File: config.mk
export PLATFORM = sky130hd
export DESIGN_NAME = fifo_rd_streamer
export DESIGN_NICKNAME = d
export VERILOG_FILES = /design/src/rtl/FIFO_param_pkg.sv /design/src/rtl/fifo_skid_buf.sv /design/src/rtl/fifo_rd_streamer.sv
export SDC_FILE = /design/constraint.sdc
export NUM_CORES = 1
export LEC_CHECK = 0
export BUFFER_PORTS_ARGS = -buffer_cell sky130_fd_sc_hd__buf_2
export CAP_MARGIN = 30
export CELL_PAD_IN_SITES_DETAIL_PLACEMENT = 0
export CELL_PAD_IN_SITES_GLOBAL_PLACEMENT = 1
export CORE_MARGIN = 1
export CORE_UTILIZATION = 32
export DETAILED_ROUTE_END_ITERATION = 8
export PLACE_DENSITY = 0.64
export SKIP_LAST_GASP = 1
export SLEW_MARGIN = 20
export SYNTH_ARGS = -nofsm -noshare
export SYNTH_HDL_FRONTEND = slang
export SYNTH_HIERARCHICAL = 1
export SYNTH_SLANG_ARGS = --single-unit
File: constraint.sdc
create_clock -name CLK -period 2.6 [get_ports CLK]
set_clock_uncertainty 0.2 [all_clocks]
set_input_delay 0.13 -clock CLK [delete_from_list [all_inputs] [get_ports CLK]]
set_output_delay 0.13 -clock CLK [all_outputs]
set_load 0.05 [all_outputs]
File: src/rtl/FIFO_param_pkg.sv
// Shared parameters and types for the FIFO read path.
package FIFO_param_pkg;

    localparam int WIDTH      = 32;
    localparam int SKID_DEPTH = 3;

    typedef enum logic [1:0] {
        IDLE = 2'd0,
        RUN  = 2'd1,
        ERR  = 2'd2
    } rd_state_t;

    typedef logic [WIDTH-1:0] word_t;

endpackage

File: src/rtl/fifo_skid_buf.sv
// Circular skid buffer: push at the tail, pop at the head, occupancy 0..DEPTH.
// Head data comes straight from the storage flops so it stays stable while held.
module fifo_skid_buf #(
    parameter  int WIDTH = 32,
    parameter  int DEPTH = 3,
    localparam int PW    = (DEPTH > 1) ? $clog2(DEPTH) : 1,
    localparam int OW    = $clog2(DEPTH + 1)
) (
    input  logic             CLK,
    input  logic             nRST,
    input  logic             push,
    input  logic [WIDTH-1:0] push_data,
    input  logic             pop,
    output logic [OW-1:0]    occ,
    output logic [WIDTH-1:0] head
);

    logic [WIDTH-1:0] mem_q [DEPTH];
    logic [WIDTH-1:0] mem_d [DEPTH];
    logic [PW-1:0]    wr_ptr_q, wr_ptr_d;
    logic [PW-1:0]    rd_ptr_q, rd_ptr_d;
    logic [OW-1:0]    occ_q, occ_d;
    logic             push_ok_s, pop_ok_s;

    function automatic logic [PW-1:0] ptr_inc(input logic [PW-1:0] p);
        logic [PW-1:0] nxt;
        if (p == PW'(DEPTH - 1)) begin
            nxt = '0;
        end else begin
            nxt = p + PW'(1);
        end
        return nxt;
    endfunction

    // A full buffer only accepts a push when a pop frees a slot in the same cycle.
    assign pop_ok_s  = pop && (occ_q != '0);
    assign push_ok_s = push && ((occ_q != OW'(DEPTH)) || pop_ok_s);

    // Next-state for storage, pointers and occupancy.
    always_comb begin
        mem_d    = mem_q;
        wr_ptr_d = wr_ptr_q;
        rd_ptr_d = rd_ptr_q;
        occ_d    = occ_q;
        if (push_ok_s) begin
            mem_d[wr_ptr_q] = push_data;
            wr_ptr_d        = ptr_inc(wr_ptr_q);
        end else begin
            wr_ptr_d = wr_ptr_q;
        end
        if (pop_ok_s) begin
            rd_ptr_d = ptr_inc(rd_ptr_q);
        end else begin
            rd_ptr_d = rd_ptr_q;
        end
        case ({push_ok_s, pop_ok_s})
            2'b10:   occ_d = occ_q + OW'(1);
            2'b01:   occ_d = occ_q - OW'(1);
            default: occ_d = occ_q;
        endcase
    end

    // Buffer state flops; reset clears contents so the head reads zero.
    always_ff @(posedge CLK or negedge nRST) begin
        if (!nRST) begin
            for (int i = 0; i < DEPTH; i++) begin
                mem_q[i] <= '0;
            end
            wr_ptr_q <= '0;
            rd_ptr_q <= '0;
            occ_q    <= '0;
        end else begin
            mem_q    <= mem_d;
            wr_ptr_q <= wr_ptr_d;
            rd_ptr_q <= rd_ptr_d;
            occ_q    <= occ_d;
        end
    end

    assign occ  = occ_q;
    assign head = mem_q[rd_ptr_q];

endmodule

File: src/rtl/fifo_rd_streamer.sv
// Drains fifo_memory into a valid/ready stream through a credit-controlled skid buffer.
// Optional FIFO_RD_STATS_EN adds a 16-bit delivered-word counter output.
module fifo_rd_streamer #(
    parameter int WIDTH      = FIFO_param_pkg::WIDTH,
    parameter int SKID_DEPTH = FIFO_param_pkg::SKID_DEPTH
) (
    input  logic             CLK,
    input  logic             nRST,
    input  logic             en,
    input  logic             err_clr,
    input  logic             mem_empty,
    input  logic [WIDTH-1:0] fifo_rd_data,
    input  logic             mem_rd_err,
    output logic             mem_rd_en,
    output logic             out_valid,
    input  logic             out_ready,
    output logic [WIDTH-1:0] out_data,
    output logic             rd_err
`ifdef FIFO_RD_STATS_EN
    ,
    output logic [15:0]      word_count
`endif
);

    import FIFO_param_pkg::*;

    localparam int OW = $clog2(SKID_DEPTH + 1);

    rd_state_t     state_q, state_d;
    logic          inflight_q, inflight_d;
    logic          rd_err_q, rd_err_d;
    logic [OW-1:0] occ_s;
    logic [OW:0]   credit_used_s;
    logic          push_s, pop_s, resp_err_s;

    // Credit counts buffered words plus the response still on its way back.
    assign credit_used_s = {1'b0, occ_s} + {{OW{1'b0}}, inflight_q};
    assign mem_rd_en     = (state_q == RUN) && !mem_empty
                           && (credit_used_s < (OW + 1)'(SKID_DEPTH));

    assign push_s     = inflight_q && !mem_rd_err;
    assign resp_err_s = inflight_q && mem_rd_err;
    assign out_valid  = (occ_s != '0);
    assign pop_s      = out_valid && out_ready;
    assign rd_err     = rd_err_q;

    fifo_skid_buf #(
        .WIDTH (WIDTH),
        .DEPTH (SKID_DEPTH)
    ) u_skid (
        .CLK       (CLK),
        .nRST      (nRST),
        .push      (push_s),
        .push_data (fifo_rd_data),
        .pop       (pop_s),
        .occ       (occ_s),
        .head      (out_data)
    );

    // Control next-state; an erroring response wins over any other transition.
    always_comb begin
        state_d    = state_q;
        rd_err_d   = rd_err_q;
        inflight_d = mem_rd_en;
        if (resp_err_s) begin
            state_d  = ERR;
            rd_err_d = 1'b1;
        end else begin
            case (state_q)
                IDLE: begin
                    if (en) begin
                        state_d = RUN;
                    end else begin
                        state_d = IDLE;
                    end
                end
                RUN: begin
                    if (!en) begin
                        state_d = IDLE;
                    end else begin
                        state_d = RUN;
                    end
                end
                ERR: begin
                    if (err_clr) begin
                        state_d  = IDLE;
                        rd_err_d = 1'b0;
                    end else begin
                        state_d = ERR;
                    end
                end
                default: begin
                    state_d  = IDLE;
                    rd_err_d = 1'b0;
                end
            endcase
        end
    end

    // Control flops.
    always_ff @(posedge CLK or negedge nRST) begin
        if (!nRST) begin
            state_q    <= IDLE;
            inflight_q <= 1'b0;
            rd_err_q   <= 1'b0;
        end else begin
            state_q    <= state_d;
            inflight_q <= inflight_d;
            rd_err_q   <= rd_err_d;
        end
    end

`ifdef FIFO_RD_STATS_EN
    logic [15:0] word_count_q, word_count_d;

    // Delivered-word counter, wraps naturally at 16 bits.
    always_comb begin
        if (pop_s) begin
            word_count_d = word_count_q + 16'd1;
        end else begin
            word_count_d = word_count_q;
        end
    end

    // Counter flop, cleared only by reset.
    always_ff @(posedge CLK or negedge nRST) begin
        if (!nRST) begin
            word_count_q <= 16'd0;
        end else begin
            word_count_q <= word_count_d;
        end
    end

    assign word_count = word_count_q;
`endif

endmodule

==> results of run 1 <==
how the worst min path moves through the flow:
stage | start | endpoint | slack (ps) | cells after the start
6_report | nRST | u_skid/mem_q[68] | 120 | 2
3_3_place_gp | nRST | u_skid/mem_q[68] | -30 | 1
3_5_place_dp | nRST | u_skid/mem_q[68] | -30 | 1
2_1_floorplan | nRST | inflight_q | -370 | 0
4_1_cts | nRST | u_skid/mem_q[68] | 130 | 2
5_1_grt | nRST | u_skid/mem_q[68] | 150 | 2
power breakdown:
| part | internal, mW | total, mW | switching, mW |
|---|---|---|---|
| Sequential | 2.35 | 2.78 | 0.427 |
| Combinational | 1.50 | 3.80 | 2.30 |
| Clock | 0.794 | 1.39 | 0.593 |
| Total | 4.65 | 7.96 | 3.32 |
state kept, by name, indices dropped and copies added (netlist names):
| name | count |
|---|---|
| rd_err | 1 |
| u_skid/rd_ptr_q | 2 |
| state_q | 2 |
| u_skid/mem_q | 96 |
| u_skid/wr_ptr_q | 2 |
| u_skid/occ | 2 |
| inflight_q | 1 |
through the flow:
step | setup slack [ps] | total power [mW] | instance area, µm² | cells
floorplan | 147.3 | 5.644 | 4942 | 352
global placement | 299.9 | 6.503 | 5538 | 604
detailed placement | 259.0 | 6.582 | 5538 | 604
CTS | 48.68 | 8.089 | 6236 | 659
global route | 4.714 | 8.430 | 6236 | 659
finish | 123.2 | 7.965 | 6236 | 659
area by class of cell:
class / count / area (µm²)
clock buffers: 11 / 252.7
clock inverters: 5 / 52.55
fillers: 1408 / 8910
inverters: 2 / 7.507
multi-input cells: 222 / 2151
flip-flops and latches: 106 / 2654
well taps: 188 / 235.2
repair buffers: 125 / 883.3
synthesized netlist by cell type (all sizes together) (2+ instances only):
cell / n / area [µm²]
ha: 3 / 37.54
xnor2: 2 / 17.52
inv: 2 / 7.510
nor2: 3 / 11.26
and4b: 2 / 20.02
nand2: 33 / 123.9
clkbuf: 6 / 22.52
a22o: 2 / 18.77
o21ai: 34 / 170.2
nor2b: 2 / 12.51
dfrtp: 106 / 2653
mux2: 97 / 1314
a21o: 2 / 15.01
mux2i: 32 / 320.3
buf: 16 / 123.9
cells by family (layout without fill, tap and decap cells):
kind of cell               after synthesis  count (layout)  share of synthesized area [%]
adders and majority gates                3               3                         0.7596
buffers and inverters                   24             143                          3.114
DFF                                    106             106                          53.67
and+or+nand+nor                         46              46                          4.278
AOI/OAI and AO/OA                       41              41                          4.582
muxes                                  129             129                          33.06
xor gates and xnor gates                 3               3                         0.5317
routing by layer:
| metal | up-vias | track usage (%) | wire [µm] |
|---|---|---|---|
| met2 | 54 | 22.88 | 5102 |
| met1 | 1550 | 18.65 | 5085 |
| met5 | - | 0 | 0 |
| met3 | 12 | 3.526 | 412 |
| met4 | 0 | 5.741 | 165 |
| li1 | 1470 | - | - |
timing repair:
action | 4_1_cts | 5_1_grt
setup endpoints to repair | 1 | 0
endpoints found under the hold margin | 143 | 0
hold buffers | 39 | 0
resized for setup | 1 | 0
==> flow_metrics.py, run 1 <==
metrics = {
    "sta": {
        "fmax_ghz": 0.4038,
        "slew_viol_final": 0,
        "setup_viol": 0,
        "min_period_ps": 2477,
        "maxSlewHeadroom_pct": 60.98,
        "period_share_pct": 95.26,
        "worstMarginPinSlew_ps": 585.3,
        "finalSetupTns_ps": 0,
        "grt_setup_unrepaired": "false",
        "fin_hold_ws_ps": 118.6,
        "hold_viol": 0,
    },
    "pwr": {
        "irDropWorstVdd_mv": 0.5341,
        "leakagePower_nw": 2.941,
        "p_per_area_nw_per_um2": 1277,
    },
    "detailed_routing": {
        "final_antenna_net_count": 0,
        "via_count": 3086,
        "vias_per_cell": 4.683,
        "drcViolationCount": 0,
        "routed_wl_um": 10770,
        "wl_per_cell_um": 16.34,
        "drt_iter0_markers": 74,
        "firstDrtPassIters": 4,
    },
    "placed_design": {
        "gp_congestion": 0.6750,
        "dp_hpwl_um": 6881,
        "portBuffers": 73,
    },
    "run_status": {
        "status": "finished, final reports clean",
    },
    "global_routing": {
        "grt_use_total_pct": 14.33,
        "grt_pass1_wl_um": 17380,
        "grt_start_max_net_pins": 46,
        "grt_pass1_vias": 3250,
        "antenna_found_initial": 0,
        "grt.overflow.total": 0,
    },
    "critical_path": {
        "cp-end-kind": "primary output",
        "crit_type": "reg -> out",
        "crit_path_max_incr_delay_ps": 470,
        "cp_max_fo": 6,
        "slowest_stage": "or4b_1",
        "critical_path.startpoint_type": "register",
        "crit_top_cell": "ha_1",
        "worstPathRequired_ps": 2270,
        "path_cells": "ha_1 -> ha_1 -> or4b_1 -> a21oi_1 -> buf_4",
        "r2r-start": "u_skid/occ[0]",
        "r2r_cells": 6,
        "setup.worst_path.end": "mem_rd_en",
        "critPathLaunch": "u_skid/occ[0]",
        "crit_cells": 5,
        "crit_buf_inv": 1,
        "crit_family": "simple AND/OR/NAND/NOR gates",
        "cp.arrival_ps": 2150,
        "rrSetupSlack_ps": 250,
        "worstReg2RegEnd": "u_skid/mem_q[59]",
    },
    "die": {
        "core_um2": 15150,
        "fp.dieW_um": 126.3,
        "die_y_um": 126.3,
        "initial_core_util_pct": 32.63,
        "ioPinCount": 74,
        "row_count": 45,
        "dieArea_um2": 15950,
    },
    "yosys": {
        "synthCells": 352,
        "mappedNetlistNets": 394,
        "ys_ff_latch": 106,
        "synth_edf_count": 0,
        "syn_area_um2": 4942,
        "yosysWarnings": 6,
        "ys_types": 29,
        "synth.avg_cell_area_um2": 14.04,
        "synth-seq-area-share_pct": 53.67,
        "synthArstFlopShare_pct": 100.0,
        "synth_ff_type": "dfrtp_1",
    },
    "clock_tree": {
        "cts_max_level": 3,
        "cts_tree": "built",
        "clockBufferDepth": 2,
        "cts_buffers": 9,
        "postCtsSetupBuffers": 0,
        "insertion_delay_ps": 350,
        "clk_pin_slew_ps": 70,
        "cts.sink_count": 106,
        "cts_root_buf": "clkbuf_16",
    },
    "final_layout": {
        "layout_commonest_cell": "dfrtp_1",
        "drive_gt1_share_pct": 44.16,
        "fin_nets": 508,
        "area_growth_pct": 26.18,
        "mostFrequentLayoutCells": "dfrtp_1, buf_2, mux2_4",
        "antenna_cells": 0,
        "final_core_util_pct": 41.17,
    },
    "min_path": {
        "worstHoldPathType": "in -> async",
    },
    "job": {
        "maxCapViolations": 0,
    },
}
Note: power is estimated with default switching activity, not from simulation.
==> inputs of run 2 (changes only) <==
CORE_ASPECT_RATIO = 0.9   (was not set)
==> flow_metrics.py, run 2 (same netlist as run 1, synthesis figures left out) <==
metrics = {
    "run_status": {
        "status": "finished, final reports clean",
    },
    "job": {
        "maxCapViolations": 0,
    },
    "final_layout": {
        "layout_commonest_cell": "dfrtp_1",
        "regMostFlops": "u_skid/mem_q",
        "mostFrequentLayoutCells": "dfrtp_1, buf_2, mux2_4",
        "largest_reg_flops": 96,
        "final_core_util_pct": 42.11,
        "ff_latch_area_um2": 2654,
        "multiInputGateArea_um2": 2151,
        "drive_gt1_share_pct": 44.40,
        "fin_nets": 510,
        "area_growth_pct": 26.71,
        "fill_cells": 1397,
        "antenna_cells": 0,
    },
    "critical_path": {
        "critical_path.startpoint_type": "register",
        "cp_max_fo": 6,
        "crit_type": "reg -> out",
        "worstPathRequired_ps": 2270,
        "cp.arrival_ps": 2140,
        "cp-end-kind": "primary output",
    },
    "pwr": {
        "p_comb_share_pct": 47.4,
        "p_seq_share_pct": 35.0,
        "irDropWorstVdd_mv": 0.7186,
        "p_sw_share_pct": 41.78,
        "p_per_area_nw_per_um2": 1274,
        "finalPower_mw": 7.978,
        "leakagePower_nw": 2.948,
        "p_clk_share_pct": 17.6,
        "p_int_mw": 4.645,
        "p_sw_mw": 3.333,
    },
    "sta": {
        "period_share_pct": 94.93,
        "grt_setup_unrepaired": "false",
        "hold_viol": 0,
        "finalSetupTns_ps": 0,
        "slew_viol_final": 0,
        "setup_viol": 0,
        "min_period_ps": 2468,
        "fmax_ghz": 0.4052,
        "maxSlewHeadroom_pct": 44.95,
        "worstMarginPinSlew_ps": 825.8,
    },
    "placed_design": {
        "gp_congestion": 0.7126,
        "dp_hpwl_um": 6821,
        "portBuffers": 73,
    },
    "detailed_routing": {
        "routed_wl_um": 10860,
        "firstDrtPassIters": 4,
        "final_antenna_net_count": 0,
        "drt_iter0_markers": 124,
        "drcViolationCount": 0,
        "wl_per_cell_um": 16.19,
        "via_count": 3129,
        "vias_per_cell": 4.663,
    },
    "global_routing": {
        "grt_pass1_wl_um": 17660,
        "antenna_found_initial": 0,
        "grt_start_max_net_pins": 63,
        "grt_use_total_pct": 14.58,
        "grt.overflow.total": 0,
        "grt_pass1_vias": 3325,
    },
    "clock_tree": {
        "cts.sink_count": 106,
        "cts_tree": "built",
        "clk_pin_slew_ps": 70,
        "insertion_delay_ps": 350,
        "cts_buffers": 9,
        "cts_root_buf": "clkbuf_16",
        "clockBufferDepth": 2,
        "postCtsSetupBuffers": 0,
        "cts_max_level": 3,
    },
    "min_path": {
        "worstHoldPathType": "in -> async",
    },
    "die": {
        "row_count": 42,
        "core_um2": 14870,
        "dieArea_um2": 15950,
        "fp.dieW_um": 133,
        "ioPinCount": 74,
        "initial_core_util_pct": 33.23,
        "die_y_um": 119.9,
    },
}
## run 2: changes by cell type in the layout (fill, tap and decap cells not counted), sizes merged
cell and delta:
buf +3, clkinvlp +1, clkbuf +1, clkinv -2, dlygate4sd3 -1
## run 2: routing by layer
layer	share of wire [%]	track usage, %
met1	50	20.09
met2	45	22.35
met3	4.3	4.056
met5	0	0
met4	0.75	4.095
## run 2: metrics by stage
| step | setup WS [ps] | hold slack (ps) | instance area (µm²) | std cells |
|---|---|---|---|---|
| 4_1_cts | 57.34 | 195.9 | 6260 | 671 |
| 5_1_grt | 27.42 | 236.1 | 6262 | 671 |
| 3_5_place_dp | 274.3 | 78.82 | 5573 | 617 |
| 3_3_place_gp | 313.5 | 84.58 | 5573 | 617 |
| 2_1_floorplan | 147.3 | -365.6 | 4942 | 352 |
| 6_report | 131.8 | 211.2 | 6262 | 671 |
## run 2: layout make-up
class / instances / area share [%]
Timing Repair Buffer: 127 / 14.31
Sequential cell: 106 / 42.38
Clock buffer: 12 / 4.096
Tap cell: 198 / 3.956
Inverter: 2 / 0.1199
Clock inverter: 4 / 0.7992
Multi-Input combinational cell: 222 / 34.35
## run 2: repair_timing
item / 4_1_cts / 5_1_grt
resized for setup: 0 / 2
hold buffers: 38 / 0
setup endpoints to repair: 0 / 1
hold endpoints to repair: 159 / 0
## run 2: power groups by stage
stage / sequential (mW) / clock, mW / combinational (mW)
floorplan: 2.69 / 0 / 2.95
global placement: 2.78 / 0 / 3.72
detailed placement: 2.81 / 0 / 3.76
CTS: 2.79 / 1.47 / 3.82
global route: 2.89 / 1.52 / 4.02
finish: 2.79 / 1.41 / 3.78
## run 2: path summary, 6_finish.rpt
| kind | from | end | slack (ps) | depth (start not counted) |
|---|---|---|---|---|
| setup / recovery | u_skid/occ[0] | mem_rd_en | 130 | 5 |
| hold / removal | nRST | rd_err | 210 | 2 |
| setup reg to reg | u_skid/occ[0] | u_skid/mem_q[59] | 250 | 6 |
| hold reg to reg | u_skid/mem_q[93] | u_skid/mem_q[93] | 310 | 1 |
| max in group asynchronous | nRST | u_skid/mem_q[86] | 1270 | 3 |
| min in group CLK | out_ready | u_skid/rd_ptr_q[0] | 220 | 4 |
## run 2: worst max-delay path, cell delays in order, from the launching register on
cell and delay, ps:
dfrtp_1 460, ha_1 230, ha_1 180, or4b_1 480, a21oi_1 200, buf_4 240
